[src/rtl/cache_refill_unit_pkg.sv]
// Shared types and line-geometry defaults for the cache refill engine.
// Defaults match the 8-beat cache burst used by both I- and D-cache.
package cache_refill_unit_pkg;

  typedef enum logic [1:0] {
    ST_IDLE = 2'd0,
    ST_AR   = 2'd1,
    ST_R    = 2'd2,
    ST_DONE = 2'd3
  } refill_state_t;

  localparam int unsigned DEF_LINE_WORDS = 8;
  localparam int unsigned DEF_OFFSET_W   = 5;

  function automatic int unsigned line_bits(input int unsigned words);
    return words * 32;
  endfunction

endpackage

[src/rtl/cache_refill_unit_if.sv]
// Per-cache port of the shared AXI read-port merger.
// master = refill engine, slave = merger.
interface cache_refill_unit_if;
  logic        ren;
  logic        cache_ena;
  logic [31:0] araddr;
  logic        arvalid;
  logic        arready;
  logic [31:0] rdata;
  logic        rlast;
  logic        rvalid;

  modport master (
    output ren, cache_ena, araddr, arvalid,
    input  arready, rdata, rlast, rvalid
  );

  modport slave (
    input  ren, cache_ena, araddr, arvalid,
    output arready, rdata, rlast, rvalid
  );
endinterface

[src/rtl/cache_refill_unit_refill_line_buffer.sv]
// Line buffer for refill beats: word-indexed writes, wrapping beat counter and
// beat-count mismatch flag evaluated on the last beat.
module refill_line_buffer
  import cache_refill_unit_pkg::*;
#(
  parameter int unsigned LINE_WORDS = DEF_LINE_WORDS
) (
  input  logic                             clk,
  input  logic                             rst,
  input  logic                             clear,
  input  logic                             cached,
  input  logic                             beat_vld,
  input  logic                             beat_last,
  input  logic [31:0]                      beat_data,
  output logic [line_bits(LINE_WORDS)-1:0] line,
  output logic                             err
);
  localparam int unsigned CNT_W = $clog2(LINE_WORDS);

  logic [CNT_W-1:0]            cnt;
  logic                        wrapped;
  logic                        count_ok;
  logic [LINE_WORDS-1:0][31:0] words;

  // Beat count including this last beat matches only if the counter has not
  // wrapped and sits on the final index of the expected burst.
  assign count_ok = !wrapped && (cached ? (cnt == {CNT_W{1'b1}}) : (cnt == '0));
  assign line     = words;

  always_ff @(posedge clk) begin
    if (rst) begin
      cnt     <= '0;
      wrapped <= 1'b0;
      err     <= 1'b0;
      words   <= '0;
    end else if (clear) begin
      cnt     <= '0;
      wrapped <= 1'b0;
    end else if (beat_vld) begin
      if (!wrapped) begin
        words[cnt] <= beat_data;
      end
      cnt <= cnt + 1'b1;
      if (cnt == {CNT_W{1'b1}}) begin
        wrapped <= 1'b1;
      end
      if (beat_last) begin
        err <= !count_ok;
      end
    end
  end

endmodule

[src/rtl/cache_refill_unit.sv]
// Per-cache miss engine: issues one AR (line burst or single uncached word),
// collects R beats into a line buffer and pulses done_o with the full line.
module cache_refill_unit
  import cache_refill_unit_pkg::*;
#(
  parameter int unsigned LINE_WORDS = DEF_LINE_WORDS,
  parameter int unsigned OFFSET_W   = DEF_OFFSET_W
) (
  input  logic                             clk,
  input  logic                             rst,
  input  logic                             miss_req_i,
  input  logic [31:0]                      miss_addr_i,
  input  logic                             cached_i,
  output logic                             busy_o,
  output logic                             done_o,
  output logic                             err_o,
  output logic [line_bits(LINE_WORDS)-1:0] line_o,
  cache_refill_unit_if.master              axi
);

  refill_state_t state, state_nxt;
  logic [31:0]   araddr_q;
  logic          cache_ena_q;
  logic          buf_err;

  always_ff @(posedge clk) begin
    if (rst) begin
      state <= ST_IDLE;
    end else begin
      state <= state_nxt;
    end
  end

  always_comb begin
    state_nxt = state;
    unique case (state)
      ST_IDLE: if (miss_req_i)                 state_nxt = ST_AR;
      ST_AR:   if (axi.arready)                state_nxt = ST_R;
      ST_R:    if (axi.rvalid && axi.rlast)    state_nxt = ST_DONE;
      ST_DONE:                                 state_nxt = ST_IDLE;
      default:                                 state_nxt = ST_IDLE;
    endcase
  end

  // Request is captured once in IDLE and held through AR so the address
  // cannot change before the handshake completes.
  always_ff @(posedge clk) begin
    if (rst) begin
      araddr_q    <= '0;
      cache_ena_q <= 1'b0;
    end else if (state == ST_IDLE && miss_req_i) begin
      araddr_q    <= cached_i ? {miss_addr_i[31:OFFSET_W], {OFFSET_W{1'b0}}}
                              : miss_addr_i;
      cache_ena_q <= cached_i;
    end
  end

  refill_line_buffer #(
    .LINE_WORDS (LINE_WORDS)
  ) u_line_buf (
    .clk       (clk),
    .rst       (rst),
    .clear     (state == ST_IDLE),
    .cached    (cache_ena_q),
    .beat_vld  ((state == ST_R) && axi.rvalid),
    .beat_last (axi.rlast),
    .beat_data (axi.rdata),
    .line      (line_o),
    .err       (buf_err)
  );

  assign busy_o        = (state != ST_IDLE);
  assign done_o        = (state == ST_DONE);
  assign err_o         = (state == ST_DONE) && buf_err;
  assign axi.arvalid   = (state == ST_AR);
  assign axi.ren       = (state == ST_AR) || (state == ST_R);
  assign axi.araddr    = araddr_q;
  assign axi.cache_ena = cache_ena_q;

endmodule

[src/flat_wrapper.sv]
// flat-port wrapper written by rule: the top's interface ports become plain ports
module cache_refill_unit_flat import cache_refill_unit_pkg::*;
#(
  parameter int unsigned LINE_WORDS = DEF_LINE_WORDS,
  parameter int unsigned OFFSET_W   = DEF_OFFSET_W
)
  (clk, rst, miss_req_i, miss_addr_i, cached_i, busy_o, done_o, err_o, line_o, axi_ren, axi_cache_ena, axi_araddr, axi_arvalid, axi_arready, axi_rdata, axi_rlast, axi_rvalid);
  cache_refill_unit_if axi_i ();
  input  logic clk;
  input  logic rst;
  input  logic miss_req_i;
  input  logic [31:0] miss_addr_i;
  input  logic cached_i;
  output logic busy_o;
  output logic done_o;
  output logic err_o;
  output logic [line_bits(LINE_WORDS)-1:0] line_o;
  output wire logic [$bits(axi_i.ren)-1:0] axi_ren;
  output wire logic [$bits(axi_i.cache_ena)-1:0] axi_cache_ena;
  output wire logic [$bits(axi_i.araddr)-1:0] axi_araddr;
  output wire logic [$bits(axi_i.arvalid)-1:0] axi_arvalid;
  input wire logic [$bits(axi_i.arready)-1:0] axi_arready;
  input wire logic [$bits(axi_i.rdata)-1:0] axi_rdata;
  input wire logic [$bits(axi_i.rlast)-1:0] axi_rlast;
  input wire logic [$bits(axi_i.rvalid)-1:0] axi_rvalid;
  assign axi_ren = axi_i.ren;
  assign axi_cache_ena = axi_i.cache_ena;
  assign axi_araddr = axi_i.araddr;
  assign axi_arvalid = axi_i.arvalid;
  assign axi_i.arready = axi_arready;
  assign axi_i.rdata = axi_rdata;
  assign axi_i.rlast = axi_rlast;
  assign axi_i.rvalid = axi_rvalid;
  cache_refill_unit #(.LINE_WORDS(LINE_WORDS), .OFFSET_W(OFFSET_W)) u_core (.clk(clk), .rst(rst), .miss_req_i(miss_req_i), .miss_addr_i(miss_addr_i), .cached_i(cached_i), .busy_o(busy_o), .done_o(done_o), .err_o(err_o), .line_o(line_o), .axi(axi_i));
endmodule
[config.mk]
export PLATFORM = sky130hd
export DESIGN_NAME = cache_refill_unit_flat
export DESIGN_NICKNAME = d
export VERILOG_FILES = /design/src/rtl/cache_refill_unit_pkg.sv /design/src/rtl/cache_refill_unit_if.sv /design/src/rtl/cache_refill_unit_refill_line_buffer.sv /design/src/rtl/cache_refill_unit.sv /design/src/flat_wrapper.sv
export SDC_FILE = /design/constraint.sdc
export NUM_CORES = 1
export LEC_CHECK = 0
export BUFFER_PORTS_ARGS = -buffer_cell sky130_fd_sc_hd__clkbuf_2
export CAP_MARGIN = 20
export CORE_MARGIN = 2
export CORE_UTILIZATION = 37
export CTS_CLUSTER_SIZE = 20
export DETAILED_ROUTE_END_ITERATION = 12
export SYNTH_ARGS = -nofsm -noshare
export SYNTH_HDL_FRONTEND = slang
export SYNTH_HIERARCHICAL = 1
export SYNTH_SLANG_ARGS = --single-unit
export TNS_END_PERCENT = 5
[constraint.sdc]
create_clock -name clk -period 2.3 [get_ports clk]
set_clock_uncertainty 0.15 [all_clocks]
set_input_delay 0.345 -clock clk [delete_from_list [all_inputs] [get_ports clk]]
set_output_delay 0.345 -clock clk [all_outputs]
set_load 0.02 [all_outputs]
==> results of run 1 <==
tightest hold or removal path: cells and delay by family:
family | cells | cell delay (ns)
AO/OA/AOI/OAI | 1 | 0.07
AND/OR/NAND/NOR | 1 | 0.17
buffers and inverters | 1 | 0.11
final timing paths:
check	cells past startpoint	slack (ns)	to	start
hold / removal	3	0.09	u_core/u_line_buf/err	axi_rlast
hold reg to reg	2	0.30	u_core/axi.araddr[2]	u_core/axi.araddr[2]
setup / recovery	5	0.16	busy_o	u_core/state[1]
setup reg to reg	7	0.25	u_core/u_line_buf/line[105]	u_core/state[0]
state kept, by name, summed over array words and instances, names as in the netlist:
name and flops:
u_core/u_line_buf/line 256, u_core/state 2, u_core/axi.araddr 32, u_core/u_line_buf/wrapped 1
u_core/axi.cache_ena 1, u_core/u_line_buf/cnt 3, u_core/u_line_buf/err 1
placed cells by master (no fill, tap or decap), types with 4 or more instances in the layout:
cell type	instances
clkbuf_2	363
dfxtp_1	296
nand2b_1	291
mux2i_1	259
nand2_1	64
clkbuf_16	37
dlygate4sd3_1	33
a21oi_1	33
buf_4	24
clkbuf_1	11
buf_12	11
ha_1	8
clkbuf_8	7
inv_1	5
nor3_1	5
nand2_2	5
clkinv_2	4
and2_1	4
cells by family after synthesis:
kind of cell	Yosys count	synth area share, %
muxes	259	22.2
buffers and inverters	107	4.45
AOI/OAI and AO/OA	39	1.83
adders and majority gates	8	0.858
and+or+nand+nor	388	19.7
DFF	296	50.8
xor gates and xnor gates	1	0.0751
report_power, final:
group	leakage, nW	internal [mW]	switching (mW)
clock network	0.554	3.28	2.09
registers	2.39	5.26	0.0768
logic	5.04	0.544	0.828
cell type report:
type	count	share of cell area, %
clock buffers	55	6.92
clock inverters	6	0.382
inverters	5	0.122
multi-input cells	695	34.1
flip-flops and latches	296	38.5
well taps	402	3.27
repair buffers	432	16.6
through the flow:
step	std cells	hold WS, ns	utilization [%]
3_5_place_dp	1797	0.294	44.5
2_1_floorplan	1098	0.324	-
4_1_cts	1891	0.0764	49.1
6_report	1891	0.0880	49.1
5_1_grt	1891	0.106	49.1
3_3_place_gp	1797	0.291	44.5
routing by layer:
layer,vias up,GRT usage (%)
met4,0,7.41
met1,4080,24.6
met2,270,32.7
met3,67,4.89
met5,-,0
li1,4321,-
repair_timing:
action	CTS	global route
hold buffers	33	0
endpoints found under the hold margin	33	0
gates resized for setup	0	0
==> flow_summary.toml, run 1 <==
[status]
status = "finished, final reports clean"

[worst_setup_path]
path_buf_inv = 4
critical-path-top-delay-family = "buffers and inverters"
slowest_stage = "dfxtp_1"
path_common_cell = "inv_1"
startpoint_type = "flop"
critical_path_required_ns = 1.80
max_stage_delay_ns = 0.39
critical_path_arrival_ns = 1.64
crit_fanout = 9
worstPathCellList = "inv_1 > ha_1 > buf_4 > inv_1 > clkbuf_2"
crit_type = "reg -> out"
endpoint_kind = "primary output"

[finish]
antenna_cells = 0
fill_cells = 2891
final_area_um2 = 15400
nNetsFinal = 1544
seq_area_um2 = 5930
drive_gt1_share_pct = 31.2
multi_input_area_um2 = 5250
areaGrowthSynthToFinish_pct = 31.8

[synth]
post_synth.cell_area_avg_um2 = 10.6
synth_ff_type = "dfxtp_1"
synthCells = 1098
synth.cell_area_um2 = 11700
synth_common_cells = "dfxtp_1 (296), nand2b_1 (291), mux2i_1 (259), nand2_1 (68), clkbuf_1 (56)"
synth_cell_type_count = 33
yosys_warnings = 6
seq_area_frac_synth_pct = 50.8
ys_ff_latch = 296
synth_area_leaders = "dfxtp_1 (51%), mux2i_1 (22%), nand2b_1 (16%)"
synth_fp_nets = 1177
synth.most_common_cell = "dfxtp_1"
synth_top_area_share_pct = 50.8
async_reset_ff_share_pct = 0
synth_largest_area_cell = "dfxtp_1"
synth-edff-count = 0

[routing]
dr_wl_met2_mm = 15.3
routed_wirelength_mm = 33.0
dr.pass1.iters = 4
via_count = 8738
ant_nets = 0
dr_wl_met3_mm = 1.93
avgViaCountPerCell = 4.62
routedLengthMet1_mm = 14.7
drt-initial-drc-count = 389
top_layer_used = "met4"
drc_errors = 0
post_drt_wl_per_cell_um = 17.5

[die]
start_util_pct = 37.2
fp.dieH_um = 182
io_pins = 365
core_um2 = 31300
die_w_um = 182
core.rowCount = 65
die_area_um2 = 33000

[pwr]
leakage_nw = 7.98
ir_drop_mv = 0.724
finalPower_mw = 12.1
pwr_density_cell_nw_per_um2 = 786

[timing]
timing.slew.headroom_pct = 63.9
tns_ns = 0
final.setup.worst_slack_ns = 0.164
slew_viol_final = 0
period_share_pct = 92.9
setup_viol = 0
rsz0062_at_grt = "false"
layout_min_cycle_time_ns = 2.14
max_freq_mhz = 468
hold_viol_final = 0
tightest_slew_ns = 0.541

[clock_network]
cts_root_buf = "clkbuf_16"
cts_setup_buffers = 0
clock-sinks = 296
cts.htree.levels = 2
numCtsBuffers = 35
cts_tree = "built"
clk_pin_slew_ns = 0.06
clock_latency_ns = 0.50
clock_path_buffers = 3

[placed_design]
postPlaceCellArea_um2 = 13900
gp_congestion = 0.757
dp_hpwl_mm = 22.3
pre_cts_ws_ns = 0.261
numPortBuffers = 364

[global_route]
grt_pass1_vias = 8844
antenna_found_initial = 0
grtUsageTotal_pct = 19.7
grt-ovfl-total = 0
grt_max_degree = 55
grt_first_pass_wirelength_mm = 51.0

[flow_run]
cap_violations = 0

[worst_hold_path]
hp-class = "in -> reg"
No activity file was read; power rests on OpenSTA's default activity.
==> inputs of run 2 (changes only) <==
CORE_ASPECT_RATIO = 1.2   (was unset)
==> flow_summary.toml, run 2 (synthesis results as in run 1) <==
[pwr]
ir_drop_mv = 0.592
leakage_nw = 7.97
pwr_density_cell_nw_per_um2 = 778

[clock_network]
clk_pin_slew_ns = 0.06
cts_tree = "built"
cts_root_buf = "clkbuf_16"
cts.htree.levels = 1
numCtsBuffers = 31
clock-sinks = 296
clock_latency_ns = 0.58
clock_path_buffers = 3

[worst_setup_path]
endpoint_kind = "flop"
critical_path_arrival_ns = 2.50
crit_type = "reg -> reg"
startpoint_type = "flop"
startpoint = "u_core/state[0]"
critical_path_required_ns = 2.65
crit_fanout = 17
r2r_start = "u_core/state[0]"

[routing]
dr.pass1.iters = 4
via_count = 8803
drt-initial-drc-count = 269
ant_nets = 0
avgViaCountPerCell = 4.66
routed_wirelength_mm = 34.0
drc_errors = 0
post_drt_wl_per_cell_um = 18.0

[finish]
areaGrowthSynthToFinish_pct = 31.7
most-common-layout-cells = "clkbuf_2 (363), dfxtp_1 (296), nand2b_1 (291)"
drive_gt1_share_pct = 31.7
layout_commonest_cell = "clkbuf_2"
largest_reg_flops = 256
final_area_um2 = 15400
nNetsFinal = 1543
fill_cells = 2861
antenna_cells = 0

[timing]
period_share_pct = 93.5
tightest_slew_ns = 0.509
max_freq_mhz = 465
hold_viol_final = 0
tns_ns = 0
rsz0062_at_grt = "false"
timing.slew.headroom_pct = 66.1
final.setup.worst_slack_ns = 0.150
setup_viol = 0
slew_viol_final = 0
layout_min_cycle_time_ns = 2.15

[placed_design]
dp_hpwl_mm = 23.3
numPortBuffers = 364
postPlaceCellArea_um2 = 13900
gp_congestion = 0.729
pre_cts_ws_ns = 0.216

[flow_run]
cap_violations = 0

[status]
status = "finished, final reports clean"

[global_route]
antenna_found_initial = 0
grt_pass1_vias = 8833
grt-ovfl-total = 0
grt_max_degree = 54
grtUsageTotal_pct = 19.7
grt_first_pass_wirelength_mm = 51.3

[die]
die_area_um2 = 33000
die_w_um = 166
core_um2 = 31200
start_util_pct = 37.4
fp.dieH_um = 198
core.rowCount = 71
io_pins = 365

[worst_hold_path]
hp-class = "in -> reg"
min_from = "axi_arready"
-- run 2: cell types whose count changed in the layout (fill, tap and decap cells not counted), moves of 3 or more --
cell | before | now
clkbuf_1 | 11 | 3
clkbuf_16 | 37 | 32
clkinv_2 | 4 | 9
dlygate4sd3_1 | 33 | 38
buf_4 | 24 | 21
clkbuf_8 | 7 | 10
-- run 2: final cells by class --
cell class / instances / area (um^2) / share of cell area, %
clock buffers: 44 / 925 / 6.02
clock inverters: 14 / 129 / 0.839
inverters: 5 / 18.8 / 0.122
multi-input cells: 695 / 5250 / 34.2
flip-flops and latches: 296 / 5930 / 38.6
well taps: 401 / 502 / 3.27
repair buffers: 435 / 2610 / 17.0
-- run 2: timing repair --
action / in CTS / in global routing
endpoints found under the hold margin: 34 / 0
setup buffers: 0 / 0
setup endpoints to repair: 0 / 5
gates resized for setup: 0 / 9
hold buffers: 38 / 0
-- run 2: path summary, 6_finish.rpt --
check / end / slack [ns] / cells past startpoint
worst max-delay path: u_core/axi.araddr[1] / 0.15 / 8
worst min-delay path: u_core/state[0] / 0.04 / 4
worst min register to register: u_core/axi.araddr[9] / 0.31 / 2
worst max register to register: u_core/axi.araddr[1] / 0.15 / 8
-- run 2: power by group --
part           switching, mW  internal (mW)
combinational          0.872          0.616
clock                   2.11           3.01
sequential            0.0809           5.26
-- run 2: layer usage --
metal / share of wire (%) / vias to the layer above / track usage [%]
met2: 48 / 257 / 34.1
met5: 0 / - / 0
li1: - / 4307 / -
met4: 3.0 / 0 / 6.92
met3: 5.7 / 51 / 4.38
met1: 43 / 4188 / 24.1
-- run 2: per-stage QoR --
step | utilization (%) | hold WS, ns | total power, mW | std cells
2_1_floorplan | - | 0.324 | 6.38 | 1098
3_3_place_gp | 44.5 | 0.289 | 6.78 | 1793
3_5_place_dp | 44.5 | 0.297 | 6.79 | 1793
4_1_cts | 49.1 | 0.0283 | 12.0 | 1889
5_1_grt | 49.3 | 0.0537 | 12.4 | 1890
6_report | 49.3 | 0.0415 | 11.9 | 1890
-- run 2: critical path: stages (launching register included) --
cell and delay [ns]:
dfxtp_1 0.34, inv_2 0.11, ha_4 0.16, buf_4 0.16
and2_4 0.18, buf_12 0.16, nand3b_1 0.08, a21oi_1 0.15
dlygate4sd3_1 0.58
==> inputs of run 3 (changes only) <==
ABC_CLOCK_PERIOD_IN_PS = 2300   (was unset)
GPL_TIMING_DRIVEN = 0   (was unset)
PLACE_DENSITY_LB_ADDON = 0.3   (was unset)
==> flow_summary.toml, run 3 (synthesis results as in run 1) <==
[worst_setup_path]
crit_type = "reg -> reg"
critical_path_required_ns = 2.63
r2r_start = "u_core/state[0]"
critical_path_arrival_ns = 2.55
max_stage_delay_ns = 0.35
critical-path-top-delay-family = "buffers and inverters"
crit_fanout = 10
cp_num_cells = 9
worst_r2r_endpoint = "u_core/u_line_buf/line[118]"
path_buf_inv = 4
endpoint_kind = "flop"
slowest_stage = "dfxtp_2"
rrSetupSlack_ns = 0.08
worstRegToRegCells = 9
startpoint_type = "flop"
worstPathCellList = "inv_1 > ha_1 > and2_1 > clkbuf_4 > and3b_1 > clkbuf_2 > nand3_2 > buf_4 > mux2i_1"

[placed_design]
pre_cts_ws_ns = -0.279
gp_congestion = 0.760
dp_hpwl_mm = 26.0
numPortBuffers = 364
place_inst = 1863
postPlaceCellArea_um2 = 14000

[worst_hold_path]
hp-class = "in -> reg"
holdPathEnd = "u_core/u_line_buf/err"
min_from = "axi_rlast"
hold_depth = 3

[pwr]
finalPower_mw = 11.6
pwr_density_cell_nw_per_um2 = 752
leakage_nw = 7.97
ir_drop_mv = 0.721

[timing]
setup_viol = 0
final.setup.worst_slack_ns = 0.0809
period_share_pct = 96.5
timing.slew.headroom_pct = 56.8
slew_viol_final = 0
tightest_slew_ns = 0.647
hold_viol_final = 0
whs_ns = 0.0155
layout_min_cycle_time_ns = 2.22
max_freq_mhz = 451
tns_ns = 0
rsz0062_at_grt = "true"

[clock_network]
clock-sinks = 296
clk_pin_slew_ns = 0.06
cts.htree.levels = 1
cts_tree = "built"
numCtsBuffers = 30
clock_path_buffers = 3
clock_latency_ns = 0.55
cts_root_buf = "clkbuf_16"

[finish]
areaGrowthSynthToFinish_pct = 32.6
nNetsFinal = 1610
layout_commonest_cell = "clkbuf_2"
final_area_um2 = 15500
drive_gt1_share_pct = 30.1
instances_no_fill = 1956
utilization_pct = 49.6
fill_cells = 2924
most-common-layout-cells = "clkbuf_2 (367), dfxtp_1 (295), nand2b_1 (291)"
largest_reg_flops = 256

[routing]
post_drt_wl_per_cell_um = 18.5
dr.pass1.iters = 4
ant_nets = 0
drt-initial-drc-count = 347
avgViaCountPerCell = 4.65
via_count = 9101
drc_errors = 0
routed_wirelength_mm = 36.1

[die]
start_util_pct = 37.4
die_area_um2 = 33000
fp.dieH_um = 198
io_pins = 365
die_w_um = 166
core.rowCount = 71
core_um2 = 31200

[global_route]
grt_pass1_vias = 9228
grt-ovfl-total = 0
grt_max_degree = 16
antenna_found_initial = 0
grtUsageTotal_pct = 21.1
grt_first_pass_wirelength_mm = 54.2

[flow_run]
cap_violations = 0

[status]
status = "finished, final reports clean"
## run 3: cell type report
cell class | instances | area [um^2] | share of cell area [%]
diodes | 1 | 2.50 | 0.0162
plain buffers | 102 | 583 | 3.77
clock buffers | 45 | 887 | 5.74
well taps | 401 | 502 | 3.24
clock inverters | 10 | 91.3 | 0.591
multi-input cells | 695 | 5260 | 34.0
flip-flops and latches | 296 | 5930 | 38.3
repair buffers | 401 | 2200 | 14.2
inverters | 5 | 18.8 | 0.121
## run 3: tightest hold or removal path, delay by kind of cell
family	cells	cell delay [ns]
AOI/OAI and AO/OA	1	0.07
buffers and inverters	1	0.09
and+or+nand+nor	1	0.17
## run 3: report_power, final
group / leakage [nW] / internal (mW) / switching (mW)
registers: 2.39 / 5.26 / 0.0852
clock network: 0.480 / 2.77 / 2.06
logic: 5.10 / 0.584 / 0.882
## run 3: worst max path at each step
stage	slack (ns)	to	from
2_1_floorplan	0.26	u_core/u_line_buf/line[48]	u_core/state[0]
3_3_place_gp	-0.27	u_core/u_line_buf/line[161]	rst
3_5_place_dp	-0.28	u_core/u_line_buf/line[161]	rst
4_1_cts	-0.14	u_core/u_line_buf/line[118]	u_core/state[0]
5_1_grt	-0.05	u_core/u_line_buf/line[135]	u_core/state[0]
6_report	0.08	u_core/u_line_buf/line[118]	u_core/state[0]
## run 3: repair_timing
| item | 4_1_cts | 5_1_grt |
|---|---|---|
| gates resized for setup | 9 | 31 |
| hold buffers | 34 | 0 |
| setup endpoints to repair | 190 | 226 |
| hold endpoints to repair | 33 | 0 |
| buffers inserted | 0 | 3 |
## run 3: layer usage
| metal | global-route usage [%] | up-vias | routed length [um] |
|---|---|---|---|
| met2 | 38.1 | 278 | 17800 |
| met1 | 24.6 | 4312 | 14900 |
| met4 | 6.89 | 0 | 1100 |
| met5 | 0 | - | 0 |
| met3 | 5.19 | 58 | 2320 |
| li1 | - | 4453 | - |
